===== src/rtl/ts_merge.sv =====
// ts_merge: per-port timestamp FIFOs merged round-robin into one registered ready/valid stream
module ts_merge #(
  parameter int DATA_WIDTH = 96,
  parameter int FP_WIDTH   = 8,
  parameter int NUM_PORTS  = 8,
  parameter int FIFO_DEPTH = 4
) (
  input  logic                            clk,
  input  logic                            rst,
  input  logic [NUM_PORTS-1:0]            i_ts_valid,
  input  logic [NUM_PORTS*DATA_WIDTH-1:0] i_ts_data,
  input  logic [NUM_PORTS*FP_WIDTH-1:0]   i_ts_fp,
  output logic                            o_ts_valid,
  input  logic                            i_ts_ready,
  output logic [DATA_WIDTH-1:0]           o_ts_data,
  output logic [FP_WIDTH-1:0]             o_ts_fp,
  output logic [$clog2(NUM_PORTS)-1:0]    o_ts_port,
  output logic [NUM_PORTS-1:0]            o_drop,
  input  logic [NUM_PORTS-1:0]            i_drop_clr
);
  localparam int PW = $clog2(NUM_PORTS);
  localparam int AW = $clog2(FIFO_DEPTH);
  localparam int CW = AW + 1;
  localparam int EW = DATA_WIDTH + FP_WIDTH;

  logic [NUM_PORTS-1:0] push, pop, full, nonempty;
  logic [EW-1:0]        head [NUM_PORTS];
  logic [PW-1:0]        gnt, idx, rr_q, rr_d;
  logic                 any, slot_free;
  logic                 valid_q;
  logic [DATA_WIDTH-1:0] data_q;
  logic [FP_WIDTH-1:0]  fp_q;
  logic [PW-1:0]        port_q;
  logic [NUM_PORTS-1:0] drop_q, drop_d;

  assign slot_free = !valid_q || i_ts_ready;

  for (genvar p = 0; p < NUM_PORTS; p++) begin : g_port
    logic [EW-1:0] mem_q [FIFO_DEPTH];
    logic [AW-1:0] wr_q, rd_q;
    logic [CW-1:0] cnt_q;
    assign full[p]     = cnt_q == CW'(FIFO_DEPTH);
    assign nonempty[p] = cnt_q != '0;
    assign push[p]     = i_ts_valid[p] && !full[p];
    assign pop[p]      = slot_free && any && gnt == PW'(p);
    assign head[p]     = mem_q[rd_q];
    // Circular buffer; occupancy moves by push minus pop so simultaneous ops cancel
    always_ff @(posedge clk) begin
      if (rst) begin
        wr_q  <= '0;
        rd_q  <= '0;
        cnt_q <= '0;
      end else begin
        if (push[p]) begin
          mem_q[wr_q] <= {i_ts_data[p*DATA_WIDTH +: DATA_WIDTH], i_ts_fp[p*FP_WIDTH +: FP_WIDTH]};
          wr_q        <= wr_q + AW'(1);
        end
        if (pop[p]) rd_q <= rd_q + AW'(1);
        cnt_q <= cnt_q + CW'(push[p]) - CW'(pop[p]);
      end
    end
  end

  // Round-robin search from rr_q; iterating backwards lets the nearest non-empty port win
  always_comb begin
    gnt = rr_q;
    any = 1'b0;
    idx = '0;
    for (int i = NUM_PORTS - 1; i >= 0; i--) begin
      idx = PW'((int'(rr_q) + i) % NUM_PORTS);
      if (nonempty[idx]) begin
        gnt = idx;
        any = 1'b1;
      end
    end
    rr_d   = any ? PW'((int'(gnt) + 1) % NUM_PORTS) : rr_q;
    drop_d = (drop_q & ~i_drop_clr) | (i_ts_valid & full);
  end

  // Output register, arbitration pointer and sticky drop flags
  always_ff @(posedge clk) begin
    if (rst) begin
      valid_q <= 1'b0;
      data_q  <= '0;
      fp_q    <= '0;
      port_q  <= '0;
      rr_q    <= '0;
      drop_q  <= '0;
    end else begin
      drop_q <= drop_d;
      if (slot_free) begin
        valid_q <= any;
        rr_q    <= rr_d;
        if (any) begin
          {data_q, fp_q} <= head[gnt];
          port_q         <= gnt;
        end
      end
    end
  end

  assign o_ts_valid = valid_q;
  assign o_ts_data  = data_q;
  assign o_ts_fp    = fp_q;
  assign o_ts_port  = port_q;
  assign o_drop     = drop_q;
endmodule


===== config.mk =====
export PLATFORM = sky130hd
export DESIGN_NAME = ts_merge
export DESIGN_NICKNAME = d
export VERILOG_FILES = /design/src/rtl/ts_merge.sv
export SDC_FILE = /design/constraint.sdc
export NUM_CORES = 2
export LEC_CHECK = 0
export CAP_MARGIN = 20
export CORE_ASPECT_RATIO = 0.7
export CORE_UTILIZATION = 45
export DETAILED_ROUTE_END_ITERATION = 8
export MAX_ROUTING_LAYER = met4
export PLACE_DENSITY = 0.62
export SLEW_MARGIN = 20
export SYNTH_ARGS = -nofsm -noshare
export SYNTH_HDL_FRONTEND = slang
export SYNTH_SLANG_ARGS = --single-unit

===== constraint.sdc =====
create_clock -name clk -period 9.7 [get_ports clk]
set_input_delay 1.455 -clock clk [delete_from_list [all_inputs] [get_ports clk]]
set_output_delay 1.455 -clock clk [all_outputs]
set_load 0.02 [all_outputs]

==> reports/metrics.csv <==
metric;value;unit
result of the run;completed;
register bit total from synthesis;3519;
total half-perimeter wirelength after legalization and detailed placement;350000;um
Final nets;10703;
ratio of total power to cell area;356;nW/um^2
leading cell types in the layout, fill and taps excluded;sky130_fd_sc_hd__edfxtp_1 (3328), sky130_fd_sc_hd__clkdlybuf4s50_1 (965), sky130_fd_sc_hd__nand2_1 (873), sky130_fd_sc_hd__mux4_2 (845), sky130_fd_sc_hd__nor4_1 (522);
part of the cycle the worst path needs;82.3;%
count of cell types in the netlist;70;
Die Ht;484;um
total net switching power;0.0281;W
Syn Nets;9998;
via total after detailed routing;95397;
number of cells traversed by the worst hold path;2;
deepest level of the CTS H-tree;5;
cell-internal power;0.0341;W
area of the core;329000;um^2
# hold bufs at CTS;0;
static leakage power;54.7;nW
Initial DRC Count;14784;
num rows;176;
EDFF count, synth;3328;
die footprint;334000;um^2
fin. max-slew vios;0;
clock input transition at the sequential cells of the worst setup and hold paths;60;ps
Core Util, Final;53.1;%
startpoint-to-endpoint class of the critical path;flop to flop;
actual transition at the worst max-transition pin;1340;ps
count of mapped cells out of synthesis;9088;
post-synthesis instance area;149000;um^2
total wire length after detailed routing;522000;um
horizontal extent of the die;690;um
vias in the first global route;90224;
Warnings, synthesis;0;
clock insertion delay at the later pin of the skew report;950;ps
Max Cap Viol;0;
overall track demand over capacity in global routing;31.6;%
pin count of the biggest net entering global routing;209;
post-cts resize count;0;
maximum vdd drop;0.000875;V
largest fanout on the critical path;103;
number of inserted filler cells in the final layout;25905;
path class of the lowest-slack min-delay path;flop to flop;
Async SR Flop Fraction;0;%
wire per inst;35.7;um
maximum count of clock buffers along a single path;4;
number of ports placed on the die boundary;967;
total setup buffers inserted after CTS;0;
area of combinational cells with multiple inputs;42000;um^2
gpl congestion;0.886;
RSZ-0062 raised after global routing;false;
global-route congestion overflow total;0;
Sw Ratio;45.1;%
global-route wire length before repair;715000;um
clock network power share;22.0;%
average footprint of a synthesized cell;16.4;um^2
CTS tree;done;
starting utilization of the core area;45.3;%
Via-to-Cell Ratio;6.52;
highest clock frequency the design can meet;0.125;GHz
Pre-antenna DRT Iters;8;
number of cells on the worst reg-to-reg path;13;
Final TNS setup;0;ps
final count of hold timing violations;0;
register share of total power;30.0;%
synth-to-layout area growth;17.2;%
number of buffers added on ports;966;
setup clock skew after layout;66.7;ps
worst-case headroom to the max-slew limit;10.6;%
final setup vio count;0;
total CTS buffers;347;
endpoint arrival time on the critical path;8800;ps
share of post-route cells with drive strength above 1;16.4;%
Clk Tree Root Cell;sky130_fd_sc_hd__clkbuf_16;
CP required;10520;ps
Worst Setup Start Kind;flop;
Post-synth top flop;sky130_fd_sc_hd__edfxtp_1;
number of sinks on the clock net;3519;
remaining antenna violation count after routing;0;
sequential fraction of the synthesis area;69.6;%
residual DRC count;0;
most common cell after layout, fill and taps aside;sky130_fd_sc_hd__edfxtp_1;
antenna violations before repair;272;
Sequential cell area;104000;um^2
endpoint class of the critical path;flop;
logic gate share of total power;48.1;%
time the worst path needs with I/O delays and setup;7990;ps
==> final timing paths <==
check,startpoint,endpoint,slack (ps)
min,g_port[3].rd_q[0],flop,480
max reg2reg,rr_q[0],o_ts_data[61],1710
max,rr_q[0],o_ts_data[61],1710
min reg2reg,g_port[3].rd_q[0],flop,480
==> synth_stat cells (all sizes together) (2+ instances only) <==
cell type,count,area (um^2)
edfxtp,3328,99900
nand2,875,3290
mux4,847,19100
clkbuf,625,2360
nor4,525,3280
nor2,480,1800
a21oi,453,2280
nand3,211,1060
a211oi,209,1570
dfxtp,191,3820
buf,176,997
o21ai,112,572
a2111oi,110,982
a21boi,106,796
and3,106,663
a2111o,105,1180
a311oi,105,920
a311o,104,1040
o311ai,104,911
inv,71,267
ha,51,638
and2,34,213
xnor2,24,210
mux2i,20,200
nor2b,18,113
nor3,17,123
or3,11,68.8
a32oi,8,70.1
fa,8,160
xor2,7,61.3
or4,6,48.8
mux2,5,56.3
nand2b,5,31.3
o2111ai,5,43.8
o31ai,4,30.0
a221o,2,20.0
nor4b,2,23.8
==> worst max-delay path, cell delays in order (launching register included) <==
cell                       delay (ps)
sky130_fd_sc_hd__dfxtp_4          770
sky130_fd_sc_hd__inv_8            370
sky130_fd_sc_hd__ha_1             880
sky130_fd_sc_hd__inv_1            460
sky130_fd_sc_hd__mux2i_1          360
sky130_fd_sc_hd__mux4_4           830
sky130_fd_sc_hd__nor2_1           130
sky130_fd_sc_hd__nor4b_1          230
sky130_fd_sc_hd__nor2b_4          910
sky130_fd_sc_hd__buf_4            770
sky130_fd_sc_hd__buf_4            780
sky130_fd_sc_hd__buf_4            620
sky130_fd_sc_hd__nor2_1           110
sky130_fd_sc_hd__a311oi_1         290
==> sequential cells by signal, indices dropped and copies added (netlist names), named ones only <==
register      cells
o_drop            8
g_port.mem_q   3328
g_port.wr_q      16
rr_q              3
o_ts_valid        1
o_ts_fp           8
g_port.cnt_q     24
o_ts_data        96
g_port.rd_q      16
o_ts_port         3
==> cell type report <==
| cell class | instances | area share [%] |
|---|---|---|
| Sequential cell | 3519 | 59.4 |
| Multi-Input combinational cell | 4696 | 24.0 |
| Timing Repair Buffer | 1157 | 6.49 |
| Clock buffer | 432 | 5.32 |
| Tap cell | 4361 | 3.12 |
| Clock inverter | 201 | 1.16 |
| Antenna cell | 196 | 0.281 |
| Inverter | 72 | 0.162 |
==> routing by layer <==
layer | up-vias | wire length [um] | GRT usage, %
met2 | 5863 | 245000 | 47.5
met1 | 49580 | 199000 | 41.4
met4 | 0 | 26400 | 15.2
li1 | 38876 | - | -
met5 | - | 0 | -
met3 | 1078 | 51400 | 6.28
==> power groups by stage <==
stage	clock, W	sequential (W)	combinational, W
after floorplan	0	0.0186	0.0181
after global placement	0	0.0189	0.0291
after detailed placement	0	0.0190	0.0294
after CTS	0.0138	0.0186	0.0295
after global routing	0.0144	0.0187	0.0311
final	0.0137	0.0187	0.0299
==> cells by family (layout without fill, tap and decap cells) <==
family                   Yosys count  after routing  share of synthesized area (%)
adder cells (fa/ha/maj)           59             59                          0.536
multiplexers                     872            872                           13.0
AO/OA/AOI/OAI                   1441           1441                           7.07
flip-flops                      3519           3519                           69.6
other                              0            196                              0
XOR/XNOR                          31             31                          0.182
buffers and inverters            873           1862                           2.43
AND/OR/NAND/NOR                 2293           2293                           7.20
==> metrics by stage <==
stage               setup slack, ps  instances  hold WS [ps]  total power, W  instance area (um^2)
floorplan                      3830       9088           455          0.0368                149000
global placement               2030      13804           456          0.0480                163000
detailed placement             1930      13804           463          0.0484                163000
CTS                            1910      14437           472          0.0619                174000
global route                   1340      14599           507          0.0641                175000
finish                         1710      14634           478          0.0622                175000
Note: power is estimated with default switching activity, not from simulation.
